===== src/rtl/pic_pkg.sv =====
// Shared constants, state type and helpers for the pic_nchan interrupt controller.
package pic_pkg;

    localparam logic [2:0] ADDR_CTRL  = 3'd0;
    localparam logic [2:0] ADDR_VBASE = 3'd1;
    localparam logic [2:0] ADDR_IMR   = 3'd2;
    localparam logic [2:0] ADDR_EOI   = 3'd3;
    localparam logic [2:0] ADDR_STAT  = 3'd4;
    localparam logic [2:0] ADDR_PRI   = 3'd5;

    localparam int CTRL_LTIM = 0;
    localparam int CTRL_AEOI = 1;
    localparam int CTRL_ROT  = 2;
    localparam int CTRL_RIS  = 3;

    localparam logic [3:0] CTRL_RST  = 4'h0;
    localparam int         VBASE_RST = 8;

    typedef enum logic [1:0] {
        ST_IDLE,
        ST_REQ,
        ST_SERV
    } state_t;

    // Distance of idx from the top-priority slot ptr+1; smaller wins.
    function automatic logic [4:0] prio_rank(
        input logic [3:0] idx,
        input logic [3:0] ptr,
        input logic [4:0] n
    );
        logic [5:0] t;
        t = {2'b0, idx} + {1'b0, n} - {2'b0, ptr} - 6'd1;
        if (t >= {1'b0, n})
            t = t - {1'b0, n};
        return t[4:0];
    endfunction

endpackage


===== src/rtl/pic_prio_enc.sv =====
// Rotating priority encoder: first set bit scanning upward from ptr+1, wrapping at N.
module pic_prio_enc #(
    parameter int N = 16
) (
    input  logic [15:0] vec,
    input  logic [3:0]  ptr,
    output logic [3:0]  idx,
    output logic        valid
);

    localparam logic [4:0] NL = 5'(N);

    logic [4:0] j;

    always_comb begin
        idx   = '0;
        valid = 1'b0;
        j     = '0;
        for (int k = 0; k < N; k++) begin
            j = {1'b0, ptr} + 5'd1 + 5'(k);
            if (j >= NL)
                j = j - NL;
            if (!valid && vec[j[3:0]]) begin
                valid = 1'b1;
                idx   = j[3:0];
            end
        end
    end

endmodule


===== src/rtl/pic_nchan.sv =====
// N-channel nested interrupt controller with bus register file.
// Define PIC_NCHAN_ROTATE_EN to enable rotating priority (CTRL.ROT, PRI update).
module pic_nchan
    import pic_pkg::*;
#(
    parameter int NUM_IRQ = 16,
    parameter int VEC_W   = 8
) (
    input  logic               iClk,
    input  logic               iRst,
    input  logic [1:0]         iRW,
    input  logic [2:0]         iAddr,
    input  logic [15:0]        iData,
    output logic [15:0]        oData,
    output logic               oAck,
    input  logic [NUM_IRQ-1:0] iReq,
    output logic               oINT,
    output logic [VEC_W-1:0]   oINT_T,
    input  logic               iAck
);

    localparam logic [15:0] MASK = 16'((32'd1 << NUM_IRQ) - 32'd1);
    localparam logic [3:0]  PRI_RST = 4'(NUM_IRQ - 1);
    localparam logic [4:0]  NL = 5'(NUM_IRQ);
    localparam logic [VEC_W-1:0] SPUR = VEC_W'(NUM_IRQ - 1);
`ifdef PIC_NCHAN_ROTATE_EN
    localparam logic [3:0] CTRL_WMASK = 4'hF;
`else
    localparam logic [3:0] CTRL_WMASK = 4'hB;
`endif

    logic [3:0]       ctrl;
    logic [VEC_W-1:0] vbase;
    logic [15:0]      imr, irr, isr, req_q, req16;
    logic [15:0]      cand, rdata;
    logic [15:0]      isr_set, isr_clr, irr_set, irr_clr;
    logic [3:0]       pri, lat, win, top, clr_idx;
    logic             win_v, top_v, win_ok, clr_v;
    logic             rd, wr, wr_ctrl, wr_eoi, ltim, aeoi;
    logic             issue, acked, spur, drop;
    state_t           state, state_n;

    assign req16   = 16'(iReq);
    assign rd      = iRW[1];
    assign wr      = iRW[0];
    assign wr_ctrl = wr && (iAddr == ADDR_CTRL);
    assign wr_eoi  = wr && (iAddr == ADDR_EOI);
    assign ltim    = ctrl[CTRL_LTIM];
    assign aeoi    = ctrl[CTRL_AEOI];
    assign cand    = irr & ~imr;
    assign irr_set = ltim ? '0 : (req16 & ~req_q);

    pic_prio_enc #(.N(NUM_IRQ)) u_win (
        .vec   (cand),
        .ptr   (pri),
        .idx   (win),
        .valid (win_v)
    );

    pic_prio_enc #(.N(NUM_IRQ)) u_top (
        .vec   (isr),
        .ptr   (pri),
        .idx   (top),
        .valid (top_v)
    );

    // Fully nested: only a strictly higher priority than in-service may issue.
    assign win_ok = win_v && (!top_v ||
        (prio_rank(win, pri, NL) < prio_rank(top, pri, NL)));

    always_comb begin
        state_n = state;
        issue   = 1'b0;
        acked   = 1'b0;
        spur    = 1'b0;
        drop    = 1'b0;
        unique case (state)
            ST_IDLE: if (win_ok) begin
                state_n = ST_REQ;
                issue   = 1'b1;
            end
            ST_REQ: if (iAck) begin
                state_n = ST_SERV;
                acked   = cand[lat];
                spur    = !cand[lat];
            end
            ST_SERV: if (!iAck) begin
                state_n = ST_IDLE;
                drop    = 1'b1;
            end
            default: state_n = ST_IDLE;
        endcase
        if (wr_ctrl)
            state_n = ST_IDLE;
    end

    always_comb begin
        isr_set = '0;
        irr_clr = '0;
        isr_clr = '0;
        clr_idx = top;
        clr_v   = 1'b0;
        if (acked && !aeoi)
            isr_set[lat] = 1'b1;
        if (acked && !ltim)
            irr_clr[lat] = 1'b1;
        if (wr_eoi) begin
            if (iData[15]) begin
                clr_idx = iData[3:0];
                clr_v   = isr[iData[3:0]];
            end else begin
                clr_v   = top_v;
            end
        end
        if (clr_v)
            isr_clr[clr_idx] = 1'b1;
    end

    always_comb begin
        rdata = '0;
        unique case (1'b1)
            (iAddr == ADDR_CTRL):  rdata = {12'b0, ctrl};
            (iAddr == ADDR_VBASE): rdata = 16'(vbase);
            (iAddr == ADDR_IMR):   rdata = imr;
            (iAddr == ADDR_STAT):  rdata = ctrl[CTRL_RIS] ? isr : irr;
            (iAddr == ADDR_PRI):   rdata = {12'b0, pri};
            default:               rdata = '0;
        endcase
    end

    always_ff @(posedge iClk or posedge iRst) begin
        if (iRst) begin
            state  <= ST_IDLE;
            ctrl   <= CTRL_RST;
            vbase  <= VEC_W'(VBASE_RST);
            imr    <= MASK;
            irr    <= '0;
            isr    <= '0;
            req_q  <= '0;
            lat    <= '0;
            oINT   <= 1'b0;
            oINT_T <= '0;
            oData  <= '0;
            oAck   <= 1'b0;
        end else begin
            state <= state_n;
            req_q <= req16;
            oAck  <= rd | wr;
            if (rd)
                oData <= rdata;
            if (wr && (iAddr == ADDR_VBASE))
                vbase <= iData[VEC_W-1:0];
            if (wr && (iAddr == ADDR_IMR))
                imr <= iData & MASK;
            if (issue)
                lat <= win;
            if (issue)
                oINT_T <= vbase + VEC_W'(win);
            else if (spur)
                oINT_T <= vbase + SPUR;
            // A CTRL write restarts the controller; a same-cycle edge still lands.
            if (wr_ctrl) begin
                ctrl <= iData[3:0] & CTRL_WMASK;
                irr  <= irr_set;
                isr  <= '0;
                oINT <= 1'b0;
            end else begin
                irr <= ltim ? req16 : ((irr & ~irr_clr) | irr_set);
                isr <= (isr | isr_set) & ~isr_clr;
                if (issue)
                    oINT <= 1'b1;
                else if (drop)
                    oINT <= 1'b0;
            end
        end
    end

`ifdef PIC_NCHAN_ROTATE_EN
    logic rot;
    assign rot = ctrl[CTRL_ROT];

    always_ff @(posedge iClk or posedge iRst) begin
        if (iRst)
            pri <= PRI_RST;
        else if (wr_ctrl)
            pri <= PRI_RST;
        else if (rot && clr_v)
            pri <= clr_idx;
        else if (rot && acked && aeoi)
            pri <= lat;
    end
`else
    assign pri = PRI_RST;
`endif

endmodule

===== config.mk =====
export PLATFORM = sky130hd
export DESIGN_NAME = pic_nchan
export DESIGN_NICKNAME = d
export VERILOG_FILES = /design/src/rtl/pic_pkg.sv /design/src/rtl/pic_prio_enc.sv /design/src/rtl/pic_nchan.sv
export SDC_FILE = /design/constraint.sdc
export NUM_CORES = 1
export LEC_CHECK = 0
export BUFFER_PORTS_ARGS = -buffer_cell sky130_fd_sc_hd__buf_2
export CAP_MARGIN = 20
export CORE_ASPECT_RATIO = 1.75
export CORE_MARGIN = 2
export CORE_UTILIZATION = 45
export CTS_CLUSTER_SIZE = 10
export DETAILED_ROUTE_END_ITERATION = 10
export HOLD_SLACK_MARGIN = 0.02
export PLACE_DENSITY = 0.68
export SLEW_MARGIN = 20
export SYNTH_ARGS = -nofsm -noshare
export SYNTH_HDL_FRONTEND = slang
export SYNTH_SLANG_ARGS = --single-unit

===== constraint.sdc =====
create_clock -name iClk -period 7.05 [get_ports iClk]
set_input_delay 0 -clock iClk [delete_from_list [all_inputs] [get_ports iClk]]
set_output_delay 0 -clock iClk [all_outputs]
set_load 0.02 [all_outputs]

==> flow_summary.json, run 1 <==
{
  "status": "finished clean",
  "start_util": 0.459,
  "crit_type": "flop to flop",
  "grtUsageTotal": 0.251,
  "clk_latency_ps": 360,
  "die-area_um2": 14100,
  "cts_buffers": 9,
  "wl_met1_mm": 6.16,
  "top_layer": "met4",
  "antenna_cells": 0,
  "antenna_found_initial": 0,
  "synth_cell_types": 59,
  "layout.nets": 697,
  "syn_inst": 565,
  "cts_setup_buffers": 0,
  "dieWidth_um": 90.6,
  "met2_length_mm": 9.61,
  "p_leak_uw": 0.00299,
  "io_buffers": 65,
  "synth_edf_count": 0,
  "min_path_type": "input pin to flop",
  "min_period_ps": 4460,
  "ys_warn_count": 0,
  "hold_buffers": 33,
  "first_iter_violations": 262,
  "fin_tns_setup_ps": 0,
  "fin_util": 0.543,
  "place_inst": 776,
  "ys_seq_area_frac": 0.457,
  "ir_drop_v": 0.000144,
  "num_vias": 4916,
  "first_pass_iters": 5,
  "ys_async_sr_fraction": 1.00,
  "synth_area_um2": 5910,
  "final_cells": 825,
  "end_kind": "flop",
  "worst_path_largest_cell_delay_ps": 570,
  "crit_required_ps": 7290,
  "placed_area_um2": 6360,
  "path_cells": "or4_4 > nor3_1 > nand2_1 > a21oi_1 > inv_1 > ha_1 > a21oi_1 > nand2_1 > a211oi_2 > o21ai_2 > or2_2 > ha_1 > a21o_1 > a21oi_1 > nor2b_1 > o2111ai_1 > xnor2_1 > mux2_4",
  "wl_mm": 17.5,
  "synth_seq_cells": 107,
  "cp-start-kind": "flop",
  "rsz0062_at_grt": "false",
  "ant_nets": 0,
  "layout-drive-gt1-share": 0.294,
  "stdcell_area_um2": 6990,
  "wl_met3_um": 712,
  "clock-sinks": 107,
  "cts_tree": "yes",
  "slowest_stage": "or4_4",
  "clockBufferDepth": 2,
  "cts_resized": 0,
  "dominantRegCellSynth": "dfrtp_1",
  "gp_congestion": 1.03,
  "relSlewSlack": 0.375,
  "htreeDepth": 3,
  "syn_avg_cell_area_um2": 10.5,
  "fp.coreArea_um2": 12900,
  "finalSetupViolations": 0,
  "fmax_mhz": 224,
  "fp-row-count": 55,
  "syn_nets": 613,
  "area_delta_synth_final_pct": 18.3,
  "grt_pass1_vias": 5029,
  "worst_pin_slew_ps": 934,
  "dieHeight_um": 156,
  "cpMostUsedCell": "a21oi_1",
  "io_pins": 66,
  "p_per_area_nw_per_um2": 379,
  "gr-total-overflow": 0,
  "cp.arrival_ps": 4700,
  "final_hold_viol_count": 0,
  "path_clk_slew_ps": 80,
  "cap_violations": 0,
  "grt_pass1_wl_mm": 26.9,
  "worstPathMaxFanout": 10,
  "finalCritPeriodShare": 0.632,
  "dp_hpwl_mm": 13.1,
  "slew_viol_final": 0,
  "clock-skew-final_ps": 9.47,
  "cts_root_buffer": "clkbuf_16",
  "grt_start_max_net_pins": 84,
  "via_per_inst": 5.96,
  "layout_commonest_cell": "dfrtp_1",
  "drc": 0,
  "post_drt_wl_per_cell_um": 21.2,
  "mostFrequentLayoutCells": "90 x dfrtp_1, 65 x buf_2, 49 x nand2_1"
}
==> registers in the layout, indices dropped and copies added, names as in the netlist <==
register	count
oData	16
isr	16
imr	16
oINT	1
req_q	16
state	2
ctrl	3
oINT_T	8
vbase	8
lat	4
irr	16
oAck	1
==> worst max-delay path: cells and delay by family, from the launching register on <==
kind | cells | cell delay [ps]
simple gates | 6 | 1500
mux | 1 | 260
compound gates | 7 | 1410
fa+ha+maj | 2 | 580
buf+inv | 1 | 70
xor+xnor | 1 | 90
flops | 1 | 440
==> layout make-up <==
class                      instances  area, µm²
fill                            1170       5880
multi-input combinational        407       3010
sequential                       107       2700
timing repair buffer             100        674
clock buffer                       9        225
tap                              171        214
inverter                          24       92.6
clock inverter                     7       68.8
==> cell usage after synthesis, types with 8 or more instances <==
master,n,area share
nand2b_1,37,0.039
a22oi_1,29,0.037
inv_1,23,0.015
mux2_2,44,0.084
o22ai_1,13,0.014
a31o_2,16,0.024
nand2_1,49,0.031
mux4_2,8,0.031
nor3_1,8,0.0068
a31oi_1,9,0.0095
clkbuf_1,24,0.015
o21ai_0,12,0.010
nor2b_1,14,0.015
nor2_1,30,0.019
a21oi_1,48,0.041
dfstp_2,17,0.076
dfrtp_1,90,0.38
==> worst paths after layout <==
| check | start | to | slack (ps) | cells past startpoint |
|---|---|---|---|---|
| max | isr[0] | oINT_T[7] | 2590 | 18 |
| min | iData[15] | imr[15] | 40 | 2 |
| max reg2reg | isr[0] | oINT_T[7] | 2590 | 18 |
| min reg2reg | oINT_T[4] | oINT_T[4] | 510 | 1 |
| max in group asynchronous | iRst | vbase[0] | 5850 | 4 |
| min in group asynchronous | iRst | ctrl[3] | 150 | 3 |
==> report_power, final <==
part           leakage [µW]  switching, µW  internal (µW)
Clock              0.000143            250            250
Sequential          0.00129            178            760
Combinational       0.00156            621            586
==> through the flow <==
step,setup slack [ps],hold slack [ps],power [µW]
final,2590,37.9,2640
after CTS,2600,27.1,2650
after global placement,2750,-14.9,2110
after global routing,2270,31.2,2800
after detailed placement,2630,-9.86,2140
after floorplan,3000,31.4,1840
==> routing by layer <==
layer / vias up / GRT usage
li1: 2227 / -
met1: 2442 / 0.261
met2: 180 / 0.472
met3: 67 / 0.0319
met4: 0 / 0.158
met5: - / 0
==> logic make-up (layout without fill, tap and decap cells) <==
kind of cell | after synthesis | in the layout | synth area share
buffers and inverters | 51 | 140 | 0.0343
flip-flops | 107 | 107 | 0.457
AO/OA/AOI/OAI | 151 | 151 | 0.169
multiplexers | 66 | 66 | 0.147
XOR/XNOR | 7 | 7 | 0.0104
AND/OR/NAND/NOR | 175 | 175 | 0.164
adder cells (fa/ha/maj) | 8 | 8 | 0.0182
Note: power is estimated with default switching activity, not from simulation.
==> run 2: changes to the inputs <==
==> constraint.sdc (replaced) <==
create_clock -name iClk -period 4.2 [get_ports iClk]
set_input_delay 0 -clock iClk [delete_from_list [all_inputs] [get_ports iClk]]
set_output_delay 0 -clock iClk [all_outputs]
set_load 0.02 [all_outputs]
==> run 2 against run 1 <==
  * Sequential power grew 65%
  * Critical path type unchanged
  * Highest routed layer unchanged
  * Count of clock-buffer cells in the layout grew 1
  * Combinational power grew 89%
  * Fmax grew 10%
  * Worst hold slack gained 24 ps
  * Register-to-register slack lost 2400 ps
  * Final cell count grew 2.2%
==> flow_summary.json, run 2 (synthesized netlist as in run 1, its figures left out) <==
{
  "status": "finished clean",
  "drc": 0,
  "num_vias": 4988,
  "finalSetupViolations": 0,
  "grt_pass1_vias": 5050,
  "cp_top_family": "compound AO/OA/AOI/OAI gates",
  "cts_buffers": 9,
  "slew_viol_final": 0,
  "relSlewSlack": 0.361,
  "finalCritPeriodShare": 0.964,
  "clockBufferDepth": 2,
  "placed_area_um2": 6460,
  "crit_required_ps": 4450,
  "post_drt_wl_per_cell_um": 20.6,
  "first_iter_violations": 245,
  "min_period_ps": 4050,
  "worst_path_largest_cell_delay_ps": 590,
  "ant_nets": 0,
  "dp_hpwl_mm": 12.9,
  "total_power_uw": 4730,
  "gr-total-overflow": 0,
  "clock-sinks": 107,
  "cp.arrival_ps": 4290,
  "dieWidth_um": 90.6,
  "cts_tree": "yes",
  "antenna_cells": 0,
  "io_pins": 66,
  "worstPathMaxFanout": 6,
  "slowest_stage": "or4_4",
  "dieHeight_um": 156,
  "min_path_type": "input pin to flop",
  "stdcell_area_um2": 7270,
  "cts_root_buffer": "clkbuf_16",
  "area_delta_synth_final_pct": 23.2,
  "layout_commonest_cell": "dfrtp_1",
  "clk_latency_ps": 360,
  "fp.coreArea_um2": 12900,
  "wl_mm": 17.4,
  "path_cells": "or4_4 > nor3_4 > buf_4 > a21oi_1 > ha_2 > a21o_1 > a21oi_2 > nand2_1 > a211oi_4 > o21ai_4 > or2_2 > ha_1 > a21o_1 > a21oi_2 > nor2b_1 > o2111ai_1 > xnor2_1 > mux2_4",
  "antenna_found_initial": 0,
  "start_util": 0.459,
  "crit_type": "flop to flop",
  "cap_violations": 0,
  "final_hold_viol_count": 0,
  "p_leak_uw": 0.00312,
  "p_per_area_nw_per_um2": 650,
  "fmax_mhz": 247,
  "layout.nets": 715,
  "grt_pass1_wl_mm": 26.9,
  "cp_num_buf_inv": 1,
  "layout-drive-gt1-share": 0.338,
  "clock-skew-final_ps": 8.24,
  "htreeDepth": 3,
  "fp-row-count": 55,
  "io_buffers": 65,
  "via_per_inst": 5.92,
  "end_kind": "flop",
  "ir_drop_v": 0.000236,
  "path_clk_slew_ps": 80,
  "cp-start-kind": "flop",
  "first_pass_iters": 6,
  "grt_start_max_net_pins": 69,
  "gp_congestion": 0.974,
  "worst_pin_slew_ps": 955,
  "mostFrequentLayoutCells": "89 x dfrtp_1, 65 x buf_2, 48 x nand2_1",
  "die-area_um2": 14100,
  "grtUsageTotal": 0.247
}
[run 2: worst reg2reg max path: cells and delay by family (launching register included)]
kind,cells,cell delay [ps]
and+or+nand+nor,5,1290
adders and majority gates,2,470
buffers and inverters,1,140
xor gates and xnor gates,1,90
muxes,1,250
AOI/OAI and AO/OA,8,1310
DFF,1,390
[run 2: what timing repair did]
action,CTS,global route
hold buffers,34,0
gates resized for setup,2,23
pin swaps,0,9
hold endpoints to repair,114,0
buffers inserted,0,3
endpoints found under the setup margin,2,4
[run 2: area by class of cell]
cell class / count / area, µm²
Multi-Input combinational cell: 407 / 3150
Sequential cell: 107 / 2700
Tap cell: 171 / 214
Fill cell: 1121 / 5590
Timing Repair Buffer: 118 / 808
Inverter: 24 / 92.6
Clock buffer: 10 / 229
Clock inverter: 6 / 82.6
[run 2: path summary, 6_finish.rpt]
kind	from	to	slack (ps)	cells past startpoint
max reg2reg	isr[3]	oINT_T[7]	150	18
min reg2reg	oINT_T[6]	oINT_T[6]	510	1
max in group asynchronous	iRst	imr[15]	2780	4
min in group asynchronous	iRst	isr[3]	380	3
min	iRW[1]	oData[6]	60	2
max	isr[3]	oINT_T[7]	150	18
[run 2: metal layers]
metal  share of wire  global-route usage  vias up
met4           0.060               0.160        0
met5               0                   0        -
li1                -                   -     2270
met2            0.54               0.452      156
met3           0.034              0.0415       60
met1            0.36               0.258     2502
[run 2: stage by stage]
stage / instances / worst slack (ps) / TNS [ps] / utilization / hold slack (ps)
after floorplan: 565 / 153 / 0 / - / 31.4
after global placement: 790 / 77.1 / 0 / 0.502 / 128
after detailed placement: 790 / -38.7 / -66.9 / 0.502 / 126
after CTS: 840 / 14.8 / 0 / 0.554 / 53.3
after global routing: 843 / -36.1 / -62.9 / 0.565 / 96.3
final: 843 / 153 / 0 / 0.565 / 62.2
[run 2: power by group]
group	total (µW)	leakage (µW)	internal (µW)	switching [µW]
clock network	889	0.000148	477	412
logic	2290	0.00169	1130	1160
registers	1550	0.00129	1280	271
